### src/rtl/rr_mux_arbiter_if.sv
// Shared-channel bundle between the requesters and the round-robin arbiter.
// The master side drives requests and downstream ready; the slave (arbiter) drives acks and output.
interface rr_mux_arbiter_if #(
   parameter int unsigned POWER_N = 2,
   parameter int unsigned DATA_W  = 8
);
   localparam int unsigned NumReq = 2 ** POWER_N;

   logic [NumReq-1:0]        req;
   logic [NumReq*DATA_W-1:0] data_in;
   logic [NumReq-1:0]        last_in;
   logic [NumReq-1:0]        ack;
   logic                     out_valid;
   logic [DATA_W-1:0]        out_data;
   logic                     out_last;
   logic                     out_ready;

   modport master (
      output req, data_in, last_in, out_ready,
      input  ack, out_valid, out_data, out_last
   );

   modport slave (
      input  req, data_in, last_in, out_ready,
      output ack, out_valid, out_data, out_last
   );
endinterface

### src/rtl/rr_mux_arbiter.sv
// Packet-locked round-robin arbiter: grants one of 2**POWER_N requesters, routes its beats to the
// shared channel until end-of-packet or a beat-limit timeout, then rotates priority past it.
module rr_mux_arbiter #(
   parameter int unsigned POWER_N   = 2,
   parameter int unsigned DATA_W    = 8,
   parameter int unsigned MAX_BEATS = 16
) (
   input  logic                    clk,
   input  logic                    rst_n,
   rr_mux_arbiter_if.slave         bus,
   output logic [POWER_N-1:0]      sel,
   output logic [2**POWER_N-1:0]   grant,
   output logic                    busy
);
   localparam int unsigned NumReq = 2 ** POWER_N;
   localparam int unsigned CntW   = $clog2(MAX_BEATS + 1);

   typedef enum logic {StIdle, StLocked} state_e;

   state_e              state_q, state_d;
   logic [POWER_N-1:0]  sel_q, sel_d;
   logic [NumReq-1:0]   grant_q, grant_d;
   logic [POWER_N-1:0]  ptr_q, ptr_d;
   logic [CntW-1:0]     cnt_q, cnt_d;

   logic                found;
   logic [POWER_N-1:0]  pick;
   logic [POWER_N-1:0]  idx;
   logic                own_valid;
   logic                own_last;
   logic                xfer;
   logic                release_now;

   // First pending requester at or after ptr, wrapping modulo NumReq.
   always_comb begin
      found = 1'b0;
      pick  = '0;
      idx   = '0;
      for (int unsigned i = 0; i < NumReq; i++) begin
         idx = ptr_q + POWER_N'(i);
         if (!found && bus.req[idx]) begin
            found = 1'b1;
            pick  = idx;
         end
      end
   end

   // Output routing; everything is forced low while idle.
   always_comb begin
      own_valid     = 1'b0;
      own_last      = 1'b0;
      bus.out_data  = '0;
      bus.ack       = '0;
      if (state_q == StLocked) begin
         own_valid         = bus.req[sel_q];
         own_last          = bus.last_in[sel_q];
         bus.out_data      = bus.data_in[sel_q*DATA_W +: DATA_W];
         bus.ack[sel_q]    = bus.out_ready;
      end
      bus.out_valid = own_valid;
      bus.out_last  = own_last;
   end

   assign xfer        = own_valid && bus.out_ready;
   assign release_now = xfer && (own_last || (cnt_q == CntW'(MAX_BEATS - 1)));

   always_comb begin
      state_d = state_q;
      sel_d   = sel_q;
      grant_d = grant_q;
      ptr_d   = ptr_q;
      cnt_d   = cnt_q;
      unique case (state_q)
         StIdle: begin
            if (found) begin
               state_d = StLocked;
               sel_d   = pick;
               grant_d = NumReq'(1) << pick;
               cnt_d   = '0;
            end
         end
         StLocked: begin
            if (release_now) begin
               // Sel keeps the last owner; only ptr moves past it.
               state_d = StIdle;
               grant_d = '0;
               ptr_d   = sel_q + POWER_N'(1);
               cnt_d   = '0;
            end else if (xfer) begin
               cnt_d = cnt_q + CntW'(1);
            end
         end
         default: state_d = StIdle;
      endcase
   end

   always_ff @(posedge clk or negedge rst_n) begin
      if (!rst_n) begin
         state_q <= StIdle;
         sel_q   <= '0;
         grant_q <= '0;
         ptr_q   <= '0;
         cnt_q   <= '0;
      end else begin
         state_q <= state_d;
         sel_q   <= sel_d;
         grant_q <= grant_d;
         ptr_q   <= ptr_d;
         cnt_q   <= cnt_d;
      end
   end

   assign sel   = sel_q;
   assign grant = grant_q;
   assign busy  = (state_q == StLocked);

endmodule

### src/flat_wrapper.sv
// flat-port wrapper written by rule: the top's interface ports become plain ports
module rr_mux_arbiter_flat 
#(
   parameter int unsigned POWER_N   = 2,
   parameter int unsigned DATA_W    = 8,
   parameter int unsigned MAX_BEATS = 16
)
  (clk, rst_n, sel, grant, busy, bus_req, bus_data_in, bus_last_in, bus_out_ready, bus_ack, bus_out_valid, bus_out_data, bus_out_last);
  rr_mux_arbiter_if #(.POWER_N(POWER_N), .DATA_W(DATA_W)) bus_i ();
  input  logic clk;
  input  logic rst_n;
  output logic [POWER_N-1:0] sel;
  output logic [2**POWER_N-1:0] grant;
  output logic busy;
  input wire logic [$bits(bus_i.req)-1:0] bus_req;
  input wire logic [$bits(bus_i.data_in)-1:0] bus_data_in;
  input wire logic [$bits(bus_i.last_in)-1:0] bus_last_in;
  input wire logic [$bits(bus_i.out_ready)-1:0] bus_out_ready;
  output wire logic [$bits(bus_i.ack)-1:0] bus_ack;
  output wire logic [$bits(bus_i.out_valid)-1:0] bus_out_valid;
  output wire logic [$bits(bus_i.out_data)-1:0] bus_out_data;
  output wire logic [$bits(bus_i.out_last)-1:0] bus_out_last;
  assign bus_i.req = bus_req;
  assign bus_i.data_in = bus_data_in;
  assign bus_i.last_in = bus_last_in;
  assign bus_i.out_ready = bus_out_ready;
  assign bus_ack = bus_i.ack;
  assign bus_out_valid = bus_i.out_valid;
  assign bus_out_data = bus_i.out_data;
  assign bus_out_last = bus_i.out_last;
  rr_mux_arbiter #(.POWER_N(POWER_N), .DATA_W(DATA_W), .MAX_BEATS(MAX_BEATS)) u_core (.clk(clk), .rst_n(rst_n), .bus(bus_i), .sel(sel), .grant(grant), .busy(busy));
endmodule
### config.mk
export PLATFORM = sky130hd
export DESIGN_NAME = rr_mux_arbiter_flat
export DESIGN_NICKNAME = d
export VERILOG_FILES = /design/src/rtl/rr_mux_arbiter_if.sv /design/src/rtl/rr_mux_arbiter.sv /design/src/flat_wrapper.sv
export SDC_FILE = /design/constraint.sdc
export NUM_CORES = 1
export LEC_CHECK = 0
export ABC_AREA = 1
export BUFFER_PORTS_ARGS = -buffer_cell sky130_fd_sc_hd__buf_2
export CAP_MARGIN = 20
export CORE_AREA = 5 5 87 81
export CTS_BUF_LIST = sky130_fd_sc_hd__clkbuf_8
export CTS_CLUSTER_DIAMETER = 40
export DETAILED_ROUTE_END_ITERATION = 6
export DIE_AREA = 0 0 92 86
export SLEW_MARGIN = 10
export SYNTH_ARGS = -nofsm -noshare
export SYNTH_HDL_FRONTEND = slang
export SYNTH_SLANG_ARGS = --single-unit
### constraint.sdc
create_clock -name clk -period 2.6 [get_ports clk]
set_clock_uncertainty 0.15 [all_clocks]
set_input_delay 0.26 -clock clk [delete_from_list [all_inputs] [get_ports clk]]
set_output_delay 0.26 -clock clk [all_outputs]
set_load 0.05 [all_outputs]
# [Yosys cells after proc, flatten, opt, wreduce, memory -nomap -nowiden]
# Index checks and enable logic that the tools add are counted.
[totals] ff_bits=14 inputBits=43 output_inout_bits=21
[op_classes] add_sub_neg=5 magnitude_cmp=6 n_eq_ne=4 n_shift=2 muxes=36 bitwise_logic=2 n_reduce_logical=14
[op_table] op="$shiftx A32 B6 Y8" n=1
[op_table] op="$lt A2 B3 Y1 const B" n=5
[op_table] op="$mux W1" n=15
[op_table] op="$mux W5" n=3
[op_table] op="$bmux W1 S2" n=6
[op_table] op="$mux W4" n=3
[op_table] op="$pmux W5 S2" n=1
[op_table] op="$mux W2" n=4
[op_table] op="$mux W8" n=1
[op_table] op="$pmux W4 S2" n=1
[op_table] op="$reduce_and A2 Y1" n=4
[op_table] op="$logic_and A1 B1 Y1" n=6
[op_table] op="$add A5 B1 Y5 const B" n=1
[op_table] op="$eq A5 B4 Y1 const B" n=1
[op_table] op="$add A2 B1 Y2 const B" n=2
[op_table] op="$add A2 B2 Y2 const B" n=2
[op_table] op="$and A4 B4 Y4" n=1
[op_table] op="$shl A1 B2 Y4 const A" n=1
[op_table] op="$logic_not A1 Y1" n=3
[op_table] op="$ne A3 B3 Y1 const B" n=1
[op_table] op="$demux W1 S2" n=1
[op_table] op="$ge A2 B1 Y1 const B" n=1
[op_table] op="$ne A2 B1 Y1 const B" n=1
[op_table] op="$ne A2 B2 Y1 const B" n=1
[op_table] op="3 further kinds" n=3

# [Longest topological paths before layout]
# Gate-level depths: netlist of run 1.
[depth] word_depth=15 ltp_mapped=13 mapped_depth_nobuf=12

# [Worst setup path after synthesis of run 1]
# OpenSTA, ideal clock, no wires.
[synth_path] kind="reg2out" from="register u_core.sel_q[0] (netlist: u_core.sel[0])" to="output bus_out_data[0]" t_arrival_ns=2.301 t_required_ns=2.190 slack_ns=-0.111 path_stages_with_launch=8 path_cell_list="dfrtp_1 buf_2 buf_6 clkbuf_1 nor2_1 nor2_1 o21ai_0 a21oi_1"
[synth_between] elab_chain_cells=2
[synth_lines] item="start: declaration" line_no="rr_mux_arbiter.sv:21" text="logic [POWER_N-1:0] sel_q, sel_d;"
[synth_lines] item="start signal: assignment" line_no="rr_mux_arbiter.sv:106" text="sel_q <= sel_d;"
[synth_lines] item="$shiftx A32 B6 Y8" line_no="rr_mux_arbiter.sv:57" text="bus.out_data = bus.data_in[sel_q*DATA_W +: DATA_W];"
[synth_lines] item="$mux W8" line_no="rr_mux_arbiter.sv:54" text="if (state_q == StLocked) begin"
[synth_lines] item="end: declaration" line_no="flat_wrapper.sv:21" text="output wire logic [$bits(bus_i.out_data)-1:0] bus_out_data;"
# Every way passes these cells.

# [Worst setup path after layout of run 1]
[layout_path] from="register u_core.sel_q[0] (netlist: u_core.sel[0])" to="output bus_out_data[1]"
# The elaborated chain is that of the path after synthesis.

==> results of run 1 <==
cells in the final DEF, fill, tap and decap left out:
master,instances
nand3_1,16
nand2_2,5
and3_1,1
clkbuf_8,3
ha_1,6
buf_4,3
nand3b_4,1
inv_1,21
nand2_1,58
nand2_4,3
a31oi_1,1
dlygate4sd3_1,1
nand4_1,2
o21ai_0,20
o211ai_1,2
nand3b_1,1
and2_2,1
xor2_1,2
a21oi_2,8
nand3_2,6
dfrtp_1,14
o21ai_1,2
nor2_8,1
buf_2,63
a21oi_1,2
inv_2,3
nor2_1,50
logic make-up (layout without fill, tap and decap cells):
kind of cell / count (synthesis) / in the layout / synth area share
compound gates: 35 / 35 / 0.123
xor+xnor: 2 / 2 / 0.0119
fa+ha+maj: 6 / 6 / 0.0509
buf+inv: 34 / 94 / 0.113
flops: 14 / 14 / 0.237
simple gates: 145 / 145 / 0.464
power by group through the flow:
stage	Clock (mW)	Combinational [mW]	Sequential (mW)
3_5_place_dp	0	2.10	0.410
6_report	0.176	2.09	0.406
5_1_grt	0.194	2.33	0.424
4_1_cts	0.185	2.11	0.407
3_3_place_gp	0	2.09	0.407
2_1_floorplan	0	1.60	0.515
worst max path at each step:
stage                        startpoint               to  slack [ns]  cells after the start
after CTS                 u_core.sel[1]    bus_out_valid        0.50                      6
after floorplan           u_core.sel[0]  bus_out_data[0]        0.14                      7
after global placement    u_core.sel[0]  u_core.cnt_q[1]        0.57                     11
after global routing      u_core.sel[1]  u_core.cnt_q[4]        0.26                     11
final                     u_core.sel[0]  bus_out_data[1]        0.52                      6
after detailed placement  u_core.sel[1]  u_core.cnt_q[4]        0.54                     10
state kept, by name, indices dropped and copies added (netlist names):
name	cells
u_core.busy	1
u_core.grant	4
u_core.sel	2
u_core.ptr_q	2
u_core.cnt_q	5
layout make-up:
class / count / area share
flip-flops and latches: 14 / 0.184
clock buffers: 3 / 0.0216
inverters: 24 / 0.0472
multi-input cells: 188 / 0.518
repair buffers: 67 / 0.182
well taps: 72 / 0.0472
stage by stage:
stage | hold WS (ns) | util
4_1_cts | 0.293 | 0.317
3_3_place_gp | 0.0309 | 0.309
3_5_place_dp | 0.0312 | 0.309
5_1_grt | 0.319 | 0.317
2_1_floorplan | -0.186 | -
6_report | 0.282 | 0.317
metal layers:
layer	vias to the layer above	routed length [microns]
li1	871	-
met1	691	2080
met2	32	2000
met3	5	160
met4	0	54
met5	-	0
==> metrics.cfg, run 1 <==
[critical_path]
reg2reg_from = u_core.ptr_q[0]
crit_path_start_kind = flop
r2r_end = u_core.cnt_q[2]
max_stage_delay_ns = 0.41
cp-end-kind = output port
reg2reg_setup_slack_ns = 0.54
critPathSlowestCell = dfrtp_1
crit_type = reg -> out
critPathRequiredTime_ns = 2.19
cpMostUsedCell = nor2_1
cp_top_family = buffers and inverters
crit_fanout = 25
critPathArrivalTime_ns = 1.67
cp_cell_sequence = buf_4 -> nor2_1 -> nor2_1 -> o21ai_0 -> a21oi_2 -> buf_2
reg2reg_depth = 11
cp.buffers_inverters = 2

[die]
ioPinCount = 64
fp.coreArea_sq_um = 6010
start_util = 0.245
dieArea_sq_um = 7910
core.rowCount = 27
die_width_microns = 92
die_h_microns = 86

[sta]
slew_violations = 0
worstMarginPinSlew_ns = 0.449
setup_violations = 0
rsz0062_at_grt = no
period_minus_slack_ns = 2.08
fin_tns_setup_ns = 0
slew_headroom = 0.701
fin_ws_ns = 0.518
hold_viol = 0
post-route-period-util = 0.801
timing.fmax_mhz = 480

[synthesis]
yosysWarnings = 0
yosysSeqAreaShare = 0.237
syn-num-nets = 285
yosys-top-cells-count = nand2_1 (58), nor2_1 (50), inv_1 (21), o21ai_0 (20), nand3_1 (16)
yosysMostFrequentCell = nand2_1
ys_types = 27
syn_area_per_cell_sq_um = 6.25
synth_edf_count = 0
synth_ff_type = dfrtp_1
syn_inst = 236
synth_area_sq_um = 1480
synth_largest_area_cell = dfrtp_1
ys_ff_latch = 14
synth_top_area_frac = 0.237
async_flop_share = 1.00
synth_area_leaders = dfrtp_1 (24%), nand2_1 (15%), nor2_1 (13%)

[global_routing]
gr-usage-met1 = 0.150
grt.total_usage = 0.114
first_global_vias = 1597
grt_remaining_overflow = 0
grt_pass1_wl_mm = 7.51
met3_usage = 0.0167
met2_usage = 0.194
top_usage_layer = met2
antenna_found_initial = 0
grt_max_degree = 26

[hold_path]
holdCritPathClass = in -> async

[detailed_routing]
vias = 1599
wl_mm = 4.30
wl_per_cell_microns = 11.7
ant_nets = 0
dr.pass1.iters = 4
drt_iter0_markers = 69
avgViaCountPerCell = 4.35
drc_errors = 0

[placement]
io_buffers = 63
place_congestion = 0.817
dp_cells = 364
place_ws_ns = 0.541
place_hpwl_mm = 3.39
placed_cell_area_sq_um = 1860

[clock_tree]
cts_resized = 0
clk_latency_ns = 0.24
cts-htree-levels = 1
postCtsHoldBufs = 1
clk_pin_slew_ns = 0.06
cts_num_sinks = 14
cts_tree = done
post_cts_buffers = 0
cts_buffers = 3
cts_buffer_depth = 2
root_buffer = clkbuf_8

[power]
power_leakage_nw = 1.08
power.switching_mw = 1.68
power.internal_mw = 0.988
power_density_nw_per_um2 = 1400
seqPwrFrac = 0.152
power.total_mw = 2.67
power_frac_clock = 0.066
ir_drop_v = 0.000636
pwr-share-comb = 0.782
swShare = 0.630

[finish]
nNetsFinal = 347
layout-drive-gt1-share = 0.328
syn2layout_area_growth_pct = 29.3
fin_area_sq_um = 1910
register_area_sq_um = 350
diodes = 0
multi_input_comb_area_sq_um = 988
fin_cells = 368
fillers = 675

[run]
cap_violations = 0

[run_status]
status = completed

Note: power is estimated with default switching activity, not from simulation.
==> run 2: changes to the inputs <==
clock period = 2 ns   (was 2.6 ns; I/O delays follow)
==> run 2 against run 1 <==
- count of clock-buffer cells in the layout up 1
- routed wire length is 3.0% higher
- register-to-register slack lost 0.36 ns
- utilization rose by 3.5 points
- final cell count rose by 2.4%
- combinational power grew 49%
- hold slack got worse by 0.057 ns
- clock power increased by 59%
- design area grew 11%
- sequential cell count stayed put
- critical endpoint is now bus_out_data[0]
- largest power group unchanged
==> metrics.cfg, run 2 (synthesis results as in run 1) <==
[finish]
diodes = 0
syn2layout_area_growth_pct = 43.7
final_common_cell = nand2_1
layout-drive-gt1-share = 0.374
top_register = u_core.cnt_q
layout_common_cells = nand2_1 (57), buf_2 (55), nor2_1 (46)
nNetsFinal = 355
final_util = 0.352
fin_area_sq_um = 2120
largest_reg_flops = 5

[die]
dieArea_sq_um = 7910
fp.coreArea_sq_um = 6010
die_width_microns = 92
ioPinCount = 64
core.rowCount = 27
die_h_microns = 86
start_util = 0.245

[power]
power.total_mw = 3.93
power.switching_mw = 2.35
power_frac_clock = 0.071
power.internal_mw = 1.58
power_density_nw_per_um2 = 1850
seqPwrFrac = 0.138
ir_drop_v = 0.000643
pwr-share-comb = 0.791
power_leakage_nw = 1.14
swShare = 0.598

[global_routing]
grt_remaining_overflow = 0
grt_pass1_wl_mm = 7.61
met3_usage = 0.0254
met2_usage = 0.198
top_usage_layer = met2
gr-usage-met1 = 0.143
grt.total_usage = 0.115
antenna_found_initial = 0
grt_max_degree = 21
first_global_vias = 1692

[detailed_routing]
drt_iter0_markers = 104
vias = 1719
wl_mm = 4.43
wl_per_cell_microns = 11.7
drc_errors = 0
dr.pass1.iters = 4
avgViaCountPerCell = 4.56
ant_nets = 0

[run_status]
status = completed

[placement]
place_congestion = 0.882
io_buffers = 63
place_hpwl_mm = 3.54
placed_cell_area_sq_um = 1990

[critical_path]
cp_cell_sequence = buf_12 -> nor2_1 -> nor2_1 -> o21ai_0 -> a21oi_4 -> buf_2
reg2reg_depth = 10
crit_fanout = 18
critPathRequiredTime_ns = 1.65
crit_type = reg -> out
critPathArrivalTime_ns = 1.60
cpMostUsedCell = nor2_1
crit_path_start_kind = flop
cp-end-kind = output port
critPathSlowestCell = dfrtp_2
max_stage_delay_ns = 0.45

[clock_tree]
cts_buffers = 3
clk_pin_slew_ns = 0.06
cts_tree = done
clk_latency_ns = 0.25
cts-htree-levels = 1
cts_buffer_depth = 2
cts_num_sinks = 14
root_buffer = clkbuf_8

[sta]
timing.fmax_mhz = 513
period_minus_slack_ns = 1.95
slew_violations = 0
worstMarginPinSlew_ns = 0.387
hold_viol = 0
setup_violations = 0
fin_tns_setup_ns = 0
post-route-period-util = 0.975
slew_headroom = 0.739

[hold_path]
holdCritPathClass = in -> async

[run]
cap_violations = 0

==> run 2: power groups by stage <==
stage | Sequential, mW | Clock (mW) | Combinational, mW
3_5_place_dp | 0.550 | 0 | 2.96
5_1_grt | 0.566 | 0.296 | 3.41
3_3_place_gp | 0.545 | 0 | 2.95
4_1_cts | 0.535 | 0.295 | 3.02
2_1_floorplan | 0.671 | 0 | 2.27
6_report | 0.542 | 0.280 | 3.11
==> run 2: routing by layer <==
| layer | wire length [microns] | vias to the layer above |
|---|---|---|
| met5 | 0 | - |
| met4 | 55 | 0 |
| met3 | 422 | 5 |
| met2 | 2000 | 79 |
| met1 | 1950 | 749 |
| li1 | - | 886 |
==> run 2: area by class of cell <==
cell class              count  area, sq um
repair buffers             75          440
fillers                   647         3890
flip-flops and latches     14          353
multi-input cells         188         1080
clock buffers               4         55.1
well taps                  72         90.1
inverters                  24         96.3
==> run 2: worst max-delay path: cells and delay by family (launching register included) <==
kind | cells | cell delay [ns]
buffers and inverters | 2 | 0.45
and+or+nand+nor | 2 | 0.12
DFF | 1 | 0.45
AOI/OAI and AO/OA | 2 | 0.33
==> run 2: final timing paths <==
path                                       from         endpoint  slack, ns
worst max-delay path              u_core.sel[0]  bus_out_data[0]       0.05
worst min-delay path                      rst_n  u_core.grant[3]       0.22
worst max register to register  u_core.ptr_q[0]  u_core.cnt_q[2]       0.18
min in group clk                u_core.cnt_q[4]  u_core.cnt_q[4]       0.37
worst min register to register  u_core.cnt_q[4]  u_core.cnt_q[4]       0.37
max in group asynchronous                 rst_n  u_core.ptr_q[0]       1.21
==> run 2: repair_timing <==
item	CTS	global route
endpoints found under the hold margin	14	0
hold buffers	1	0
resized for setup	1	16
setup buffers	2	1
setup endpoints to repair	8	17
==> run 2: per-stage QoR <==
stage | hold slack (ns) | setup WS (ns) | std cells
after CTS | 0.233 | 0.00326 | 376
final | 0.224 | 0.0502 | 377
after detailed placement | -0.0249 | 0.103 | 369
after floorplan | -0.246 | -0.0451 | 236
after global routing | 0.252 | -0.00513 | 377
after global placement | -0.0330 | 0.171 | 369
